`config.mk`:
```
export PLATFORM = sky130hd
export DESIGN_NAME = seq_slice_mac
export DESIGN_NICKNAME = d
export VERILOG_FILES = /design/src/rtl/seq_slice_mac_pkg.sv /design/src/rtl/seq_slice_mac_slice_mult.sv /design/src/rtl/seq_slice_mac.sv
export SDC_FILE = /design/constraint.sdc
export NUM_CORES = 1
export LEC_CHECK = 0
export BUFFER_PORTS_ARGS = -buffer_cell sky130_fd_sc_hd__buf_4
export CAP_MARGIN = 5
export CORE_ASPECT_RATIO = 0.7
export CORE_MARGIN = 2
export CORE_UTILIZATION = 42
export CTS_CLUSTER_SIZE = 10
export DETAILED_ROUTE_END_ITERATION = 8
export PLACE_DENSITY = 0.61
export SKIP_CTS_REPAIR_TIMING = 1
export SYNTH_ARGS = -nofsm -noshare
export SYNTH_HDL_FRONTEND = slang
export SYNTH_SLANG_ARGS = --single-unit
```
`constraint.sdc`:
```
create_clock -name i_clk -period 6.9 [get_ports i_clk]
set_input_delay 1.035 -clock i_clk [delete_from_list [all_inputs] [get_ports i_clk]]
set_output_delay 1.035 -clock i_clk [all_outputs]
set_load 0.02 [all_outputs]
```
`src/rtl/seq_slice_mac_pkg.sv`:
```
// Shared types and sizing helpers for the slice-serial multiply-accumulate unit.
package seq_slice_mac_pkg;

  // Operation sequencing: accept, digit-serial multiply, sign fix / accumulate, report.
  typedef enum logic [1:0] {
    StIdle = 2'd0,
    StMul  = 2'd1,
    StFix  = 2'd2,
    StDone = 2'd3
  } state_e;

  // Number of SLICE-bit digits per WIDTH-bit operand.
  function automatic int unsigned num_slices(input int unsigned width, input int unsigned slice);
    return width / slice;
  endfunction

  // Accumulator width: full product plus guard bits.
  function automatic int unsigned acc_width(input int unsigned width, input int unsigned guard);
    return 2 * width + guard;
  endfunction

  // Bits needed to count 0..n-1, never less than one.
  function automatic int unsigned cnt_width(input int unsigned n);
    return (n <= 2) ? 1 : $clog2(n);
  endfunction

endpackage

```
`src/rtl/seq_slice_mac_slice_mult.sv`:
```
// Combinational SLICE x SLICE unsigned digit multiplier.
module seq_slice_mac_slice_mult
  import seq_slice_mac_pkg::*;
#(
  parameter int unsigned SLICE = 2
) (
  input  logic [SLICE-1:0]   i_x,
  input  logic [SLICE-1:0]   i_y,
  output logic [2*SLICE-1:0] o_p
);

  localparam int unsigned PW = 2 * SLICE;

  // Widen before multiplying so the full digit product is kept.
  always_comb begin
    o_p = PW'(i_x) * PW'(i_y);
  end

endmodule

```
`src/rtl/seq_slice_mac.sv`:
```
// Sequential multiply-accumulate: one digit-pair partial product per cycle, optional
// two's-complement mode, running accumulator with sticky overflow, busy/done handshake.
module seq_slice_mac
  import seq_slice_mac_pkg::*;
#(
  parameter int unsigned WIDTH = 8,
  parameter int unsigned SLICE = 2,
  parameter int unsigned GUARD = 4
) (
  input  logic                     i_clk,
  input  logic                     i_rst_n,
  input  logic                     i_start,
  input  logic                     i_signed_en,
  input  logic                     i_acc_en,
  input  logic                     i_acc_clr,
  input  logic [WIDTH-1:0]         i_a,
  input  logic [WIDTH-1:0]         i_b,
  output logic                     o_busy,
  output logic                     o_done,
  output logic [2*WIDTH-1:0]       o_prod,
  output logic [2*WIDTH+GUARD-1:0] o_acc,
  output logic                     o_ovf
);

  localparam int unsigned S     = num_slices(WIDTH, SLICE);
  localparam int unsigned ACC_W = acc_width(WIDTH, GUARD);
  localparam int unsigned PW    = 2 * WIDTH;
  localparam int unsigned NK    = S * S;
  localparam int unsigned KW    = cnt_width(NK);
  localparam logic [KW-1:0] KLast = KW'(NK - 1);

  if ((WIDTH % SLICE) != 0) begin : g_bad_slice
    $error("seq_slice_mac: WIDTH must be a multiple of SLICE");
  end

  state_e             r_state;
  state_e             w_state_nxt;
  logic [WIDTH-1:0]   r_a_mag;
  logic [WIDTH-1:0]   r_b_mag;
  logic               r_neg;
  logic               r_signed;
  logic               r_acc_en;
  logic [KW-1:0]      r_k;
  logic [PW-1:0]      r_sum;
  logic [PW-1:0]      r_prod;
  logic [ACC_W-1:0]   r_acc;
  logic               r_ovf;

  logic [WIDTH-1:0]   w_a_mag;
  logic [WIDTH-1:0]   w_b_mag;
  logic [KW-1:0]      w_i;
  logic [KW-1:0]      w_j;
  logic [31:0]        w_a_sh;
  logic [31:0]        w_b_sh;
  logic [31:0]        w_p_sh;
  logic [SLICE-1:0]   w_a_dig;
  logic [SLICE-1:0]   w_b_dig;
  logic [2*SLICE-1:0] w_pp;
  logic [PW-1:0]      w_pp_sh;
  logic [PW-1:0]      w_res;
  logic [ACC_W-1:0]   w_ext;
  logic [ACC_W:0]     w_acc_sum;
  logic               w_ovf_add;

  // Operand magnitudes; -2^(WIDTH-1) negates to itself, which reads correctly as unsigned.
  always_comb begin
    w_a_mag = (i_signed_en && i_a[WIDTH-1]) ? -i_a : i_a;
    w_b_mag = (i_signed_en && i_b[WIDTH-1]) ? -i_b : i_b;
  end

  // Digit indices and shifted digit selection for the current step k.
  always_comb begin
    w_i     = r_k / KW'(S);
    w_j     = r_k % KW'(S);
    w_a_sh  = 32'(w_i) * SLICE;
    w_b_sh  = 32'(w_j) * SLICE;
    w_p_sh  = (32'(w_i) + 32'(w_j)) * SLICE;
    w_a_dig = SLICE'(r_a_mag >> w_a_sh);
    w_b_dig = SLICE'(r_b_mag >> w_b_sh);
    w_pp_sh = PW'(w_pp) << w_p_sh;
  end

  seq_slice_mac_slice_mult #(
    .SLICE(SLICE)
  ) u_slice_mult (
    .i_x(w_a_dig),
    .i_y(w_b_dig),
    .o_p(w_pp)
  );

  // Signed result, its accumulator-width extension, and the overflow of adding it in.
  always_comb begin
    w_res     = r_neg ? -r_sum : r_sum;
    w_ext     = r_signed ? ACC_W'($signed(w_res)) : ACC_W'(w_res);
    w_acc_sum = {1'b0, r_acc} + {1'b0, w_ext};
    if (r_signed) begin
      w_ovf_add = (r_acc[ACC_W-1] == w_ext[ACC_W-1]) &&
                  (w_acc_sum[ACC_W-1] != r_acc[ACC_W-1]);
    end else begin
      w_ovf_add = w_acc_sum[ACC_W];
    end
  end

  // State register.
  always_ff @(posedge i_clk or negedge i_rst_n) begin
    if (!i_rst_n) begin
      r_state <= StIdle;
    end else begin
      r_state <= w_state_nxt;
    end
  end

  // Next-state logic.
  always_comb begin
    w_state_nxt = r_state;
    unique case (r_state)
      StIdle: if (i_start) w_state_nxt = StMul;
      StMul:  if (r_k == KLast) w_state_nxt = StFix;
      StFix:  w_state_nxt = StDone;
      StDone: w_state_nxt = StIdle;
      default: w_state_nxt = StIdle;
    endcase
  end

  // Handshake outputs decoded from state.
  always_comb begin
    o_busy = 1'b0;
    o_done = 1'b0;
    unique case (r_state)
      StMul, StFix: o_busy = 1'b1;
      StDone:       o_done = 1'b1;
      default:      ;
    endcase
  end

  // Datapath: operand latch, partial-sum accumulation, result and accumulator update.
  always_ff @(posedge i_clk or negedge i_rst_n) begin
    if (!i_rst_n) begin
      r_a_mag  <= '0;
      r_b_mag  <= '0;
      r_neg    <= 1'b0;
      r_signed <= 1'b0;
      r_acc_en <= 1'b0;
      r_k      <= '0;
      r_sum    <= '0;
      r_prod   <= '0;
      r_acc    <= '0;
      r_ovf    <= 1'b0;
    end else begin
      unique case (r_state)
        StIdle: begin
          // Clear lands at this edge; an accumulate started now only adds in FIX.
          if (i_acc_clr) begin
            r_acc <= '0;
            r_ovf <= 1'b0;
          end
          if (i_start) begin
            r_a_mag  <= w_a_mag;
            r_b_mag  <= w_b_mag;
            r_neg    <= i_signed_en & (i_a[WIDTH-1] ^ i_b[WIDTH-1]);
            r_signed <= i_signed_en;
            r_acc_en <= i_acc_en;
            r_k      <= '0;
            r_sum    <= '0;
          end
        end
        StMul: begin
          r_sum <= r_sum + w_pp_sh;
          r_k   <= r_k + KW'(1);
        end
        StFix: begin
          r_prod <= w_res;
          if (r_acc_en) begin
            r_acc <= w_acc_sum[ACC_W-1:0];
            if (w_ovf_add) r_ovf <= 1'b1;
          end
        end
        default: ;
      endcase
    end
  end

  assign o_prod = r_prod;
  assign o_acc  = r_acc;
  assign o_ovf  = r_ovf;

endmodule

```
## Word level (Yosys, flattened, before mapping)

Cells that the tools add are included.

- Register bits: 78
- Logic and storage cells: 68
- Input port bits: 22

- $add $sub $neg: 7
- Bitwise operators: 2
- Reduce and logical (&&, ||, !) cells: 12
- $mul: 1
- Shift-type cells: 3
- Equal/unequal tests: 11
- Mux-type cells: 21

Operator list:

| kind | count |
|---|---|
| $mux W20 | 3 |
| $pmux W20 S2 | 1 |
| $mux W16 | 2 |
| $pmux W16 S2 | 1 |
| $add A20 B20 Y21 | 1 |
| $add A16 B16 Y16 | 1 |
| $mux W8 | 2 |
| $neg A16 Y16 | 1 |
| $neg A8 Y8 | 2 |
| $shl A4 B4 Y16 | 1 |
| $shr A8 B3 Y2 | 2 |
| $ne A2 B2 Y1 const B | 5 |
| $pmux W2 S4 | 1 |
| $pmux W4 S2 | 1 |
| $mux W1 | 6 |
| $reduce_and A2 Y1 | 3 |
| $add A4 B1 Y4 const B | 1 |
| $eq A2 B2 Y1 const B | 2 |
| $eq A4 B4 Y1 const B | 1 |
| $mul A2 B2 Y4 | 1 |
| $mux W2 | 2 |
| $mux W4 | 1 |
| $reduce_and A4 Y1 | 1 |
| $reduce_bool A2 Y1 | 2 |
| 11 further kinds | 13 |

## Longest topological paths before layout

- Depth in word-level cells: 10
- Mapped depth: 15
- Gate-level depth less buffers: 15

## Hierarchy

Synthesis repeated with hierarchy kept, for this count alone.

- Cells, all modules: 606
- Area total of the unflattened synthesis: 5501.5 µm²

By module, submodules not included:

| module | instances | area an instance (µm²) | cells an instance |
|---|---|---|---|
| seq_slice_mac | 1 | 5451.5 | 600 |
| seq_slice_mac_slice_mult | 1 | 50.0 | 6 |

## Worst setup path before layout

OpenSTA, ideal clock, no wires.

- Path type: reg2reg
- Start: register r_sum[4]
- End: register r_acc[18] (netlist: o_acc[18])
- Arrival time: 3.637 ns
- Path slack: 3.126 ns
- Setup time: 0.137 ns
- Stages on the path, launching flop included: 13
- Period minus slack after synthesis: 3.774 ns
- Cell sequence: dfrtp_1 or4_4 or4_1 o21ai_0 xnor2_1 ha_1 a21o_1 and2_1 or4_1 o22ai_1 mux2i_1 mux2i_1 o21ai_0

- Longest elaborated chain between the ends: 6

Ends and longest elaborated chain:

| what | RTL line | source |
|---|---|---|
| start: declaration | seq_slice_mac.sv:44 | `logic [PW-1:0] r_sum;` |
| start signal: assignment | seq_slice_mac.sv:168 | `r_sum <= r_sum + w_pp_sh;` |
| $neg A16 Y16 | seq_slice_mac.sv:93 | `w_res = r_neg ? -r_sum : r_sum;` |
| $mux W16 | seq_slice_mac.sv:93 |  |
| $mux W20 | seq_slice_mac.sv:94 | `w_ext = r_signed ? ACC_W'($signed(w_res)) : ACC_W'(w_res);` |
| via w_ext[13] | seq_slice_mac.sv:61 | `logic [ACC_W-1:0] w_ext;` |
| $add A20 B20 Y21 | seq_slice_mac.sv:95 | `w_acc_sum = {1'b0, r_acc} + {1'b0, w_ext};` |
| $mux W20 | seq_slice_mac.sv:173 | `if (r_acc_en) begin` |
| $pmux W20 S2 | seq_slice_mac.sv:150 | `unique case (r_state)` |
| end signal: assignment | seq_slice_mac.sv:174 | `r_acc <= w_acc_sum[ACC_W-1:0];` |
| end: declaration | seq_slice_mac.sv:46 | `logic [ACC_W-1:0] r_acc;` |

The timed path passes the listed nets, and every way through them passes these cells. The select of a mux whose other input is x is not followed.
A chain may end at the register's enable or synchronous reset.

## Worst setup path in the final report

- Start: register r_sum[4]
- End: register r_ovf (netlist: o_ovf)

- Longest elaborated chain between the ends: 9

Ends and longest elaborated chain:

| what | RTL line | source |
|---|---|---|
| $neg A16 Y16 * | seq_slice_mac.sv:93 |  |
| $mux W16 * | seq_slice_mac.sv:93 |  |
| $mux W20 * | seq_slice_mac.sv:94 |  |
| via w_ext[12] | seq_slice_mac.sv:61 |  |
| $add A20 B20 Y21 * | seq_slice_mac.sv:95 |  |
| $ne A1 B1 Y1 | seq_slice_mac.sv:98 | `(w_acc_sum[ACC_W-1] != r_acc[ACC_W-1]);` |
| $logic_and A1 B1 Y1 | seq_slice_mac.sv:97 | `w_ovf_add = (r_acc[ACC_W-1] == w_ext[ACC_W-1]) &&` |
| $mux W1 * | seq_slice_mac.sv:96 | `if (r_signed) begin` |
| $ne A2 B2 Y1 (no line) * | -- |  |
| $reduce_and A4 Y1 (no line) * | -- |  |
| end signal: assignment | seq_slice_mac.sv:148 | `r_ovf <= 1'b0;` |
| end signal: assignment | seq_slice_mac.sv:155 | `r_ovf <= 1'b0;` |
| end signal: assignment | seq_slice_mac.sv:175 | `if (w_ovf_add) r_ovf <= 1'b1;` |
| end: declaration | seq_slice_mac.sv:47 | `logic r_ovf;` |

Mark *: on every way through the listed nets, which the timed path passes. The rest lies on a longest branch.

==> impl_metrics.yaml <==
clock_tree:
  htreeDepth: 3
  clockBufferDepth: 2
  cts_buffers: 9
  cts_root_buf: "clkbuf_16"
  cts_tree: "yes"
  cts_sinks: 78
  path_clk_slew_ns: 0.06
  worstSkewPairLatency_ns: 0.34
worst_setup_path:
  crit_end: "o_ovf"
  timing.rr.end: "o_ovf"
  rr_startpoint: "r_sum[4]"
  cpMostUsedCell: "xnor2_1"
  cp_max_fo: 6
  critPathRequiredTime_ns: 7.15
  crit_path_cell_trace: "or4_4, or4_1, o41ai_1, xnor2_1, ha_1, nand3_1, or2_2, o21ai_0, nor2_1, nor3_1, xnor2_1, o31ai_1"
  worstPathArrival_ns: 4.60
  setup.worst_path.start_class: "flip-flop"
  critPathSlowestCell: "or4_4"
  r2r_cells: 12
  critPathMaxStageDelay_ns: 0.58
  end_kind: "flip-flop"
  crit_start: "r_sum[4]"
  r2r_slack_ns: 2.55
  path_class: "flip-flop to flip-flop"
job:
  drv_cap: 0
final_layout:
  nNetsFinal: 752
  drive_gt1_share_pct: 13.9
  antennaDiodeCount: 0
  syn2layout_area_growth_pct: 16.7
  fin_util_pct: 51.0
  stdcell_count: 851
  stdcell_area_sq_um: 6420
power_and_ir_drop:
  p_total_mw: 2.98
  p_leak_nw: 3.03
  irDropWorstVdd_mv: 0.294
  p_per_area_nw_per_um2: 464
status:
  status: "finished clean"
timing:
  clock_skew_ns: 0.00767
  fmax_ghz: 0.230
  setup_viol: 0
  slew_violations: 0
  min_period_over_period_pct: 63.1
  slew_headroom_pct: 31.6
  worst_slew_pin_slew_ns: 1.03
  final_hold_viol_count: 0
  min_period_ns: 4.35
  rsz0062_at_grt: "false"
  fin_tns_setup_ns: 0
floorplan:
  die-area_sq_um: 14000
  coreArea_sq_um: 12600
  rows: 34
  initial_core_util_pct: 43.7
  io-pin-count: 61
  fp.dieW_um: 141
  dieHeight_um: 99.7
hold_path:
  min_path_type: "flip-flop to flip-flop"
placed_design:
  postPlaceCellArea_sq_um: 6090
  finalWeightedCongestion: 0.876
  io_buffers: 60
  dp.cells: 835
  dpl.hpwl_mm: 10.1
grt:
  gr-usage-all-layers_pct: 20.3
  grt_max_degree: 79
  grt_pass1_wl_mm: 22.8
  grt_overflow: 0
  grt_pass1_vias: 4334
  antenna_found_initial: 0
synth:
  synth_top_cell_by_area: "dfrtp_1"
  synth-main-ff-cell: "dfrtp_1"
  synth-edff-count: 0
  ys_warn_count: 0
  yosysTopAreaCellShare_pct: 35.5
  synthTopCellsByCount: "78 x dfrtp_1, 74 x nand2_1, 73 x nor2_1"
  synthMostInstantiatedCell: "dfrtp_1"
  synthesis.nets: 701
  async_reset_ff_share_pct: 100
  postSynthCellCount: 633
  syn_area_per_cell_sq_um: 8.69
  yosys-top-cells-area: "dfrtp_1 36%, ha_1 9.8%, o21ai_0 6.2%"
  synth-seq-area-share_pct: 35.5
  synth.distinct_cells: 55
  netlist_area_sq_um: 5500
  synth-seq-cells: 78
drt:
  drc_errors: 0
  drt-total-wl_mm: 13.6
  wire_per_inst_um: 16.0
  firstDrtPassIters: 5
  num_vias: 4669
  drtAntennaViolNets: 0
  first_iter_violations: 330
  viasPerCell: 5.49
## worst min-delay path by stage
stage                     depth (start not counted)  startpoint    endpoint
after floorplan                                   2  r_a_mag[4]  r_a_mag[4]
after global placement                            2  r_a_mag[6]  r_a_mag[6]
after detailed placement                          2  r_a_mag[6]  r_a_mag[6]
after CTS                                         2  r_a_mag[6]  r_a_mag[6]
after global routing                              2  r_b_mag[6]  r_b_mag[6]
final                                             2  r_a_mag[6]  r_a_mag[6]
## power by group
group / internal, mW / switching [mW] / leakage, nW / total (mW)
Sequential: 0.643 / 0.187 / 1.02 / 0.830
Combinational: 0.660 / 0.962 / 1.86 / 1.62
Clock: 0.328 / 0.197 / 0.156 / 0.524
## layer usage
metal,vias up,routed length [um],global-route usage [%]
met5,-,0,0
met4,0,175,5.31
met3,17,765,4.62
met2,137,5520,28.7
met1,2164,7120,31.1
li1,2351,-,-
## critical path, delay by kind of cell (launching register included)
family / cells / cell delay [ns]
AO/OA/AOI/OAI: 3 / 1.03
XOR/XNOR: 2 / 0.30
adder cells (fa/ha/maj): 1 / 0.40
flip-flops: 1 / 0.45
AND/OR/NAND/NOR: 6 / 2.09
## through the flow
step	hold slack, ns	worst slack [ns]
4_1_cts	0.480	2.63
2_1_floorplan	0.445	3.13
6_report	0.473	2.55
3_5_place_dp	0.466	2.66
3_3_place_gp	0.470	2.74
5_1_grt	0.505	2.34
## cell type report
type / instances / area (sq um)
Fill cell: 1169 / 6170
Sequential cell: 78 / 1950
Clock buffer: 11 / 243
Multi-Input combinational cell: 508 / 3370
Inverter: 23 / 86.3
Tap cell: 162 / 203
Timing Repair Buffer: 64 / 480
Clock inverter: 5 / 81.3
## cells in the final DEF, fill, tap and decap left out, types with 6 or more instances in the layout
cell type   n
a21o_1      7
a21oi_1    22
a22o_1      6
and2_1      8
buf_4      64
clkbuf_16   9
dfrtp_1    78
ha_1       43
inv_1      23
mux2i_1    11
nand2_1    74
nand2b_1    8
nand3_1    17
nor2_1     73
nor2b_1    12
nor3_1     10
o21ai_0    68
o31ai_1    12
or3_1       8
or4_1       8
xnor2_1    35
xor2_1     12
## flip-flops by register name, summed over array words and instances, names as in the netlist
name      count
o_acc        20
o_ovf         1
o_prod       16
r_signed      1
r_state       2
r_sum        16
r_neg         1
r_acc_en      1
r_b_mag       8
r_k           4
r_a_mag       8
## cell families after synthesis
kind of cell / count (synthesis) / share of synthesized area [%]
AND/OR/NAND/NOR: 237 / 20.0
AO/OA/AOI/OAI: 159 / 18.3
flip-flops: 78 / 35.5
XOR/XNOR: 48 / 7.78
buffers and inverters: 47 / 3.23
adder cells (fa/ha/maj): 46 / 10.9
multiplexers: 18 / 4.26
No activity file was read; power rests on OpenSTA's default activity.
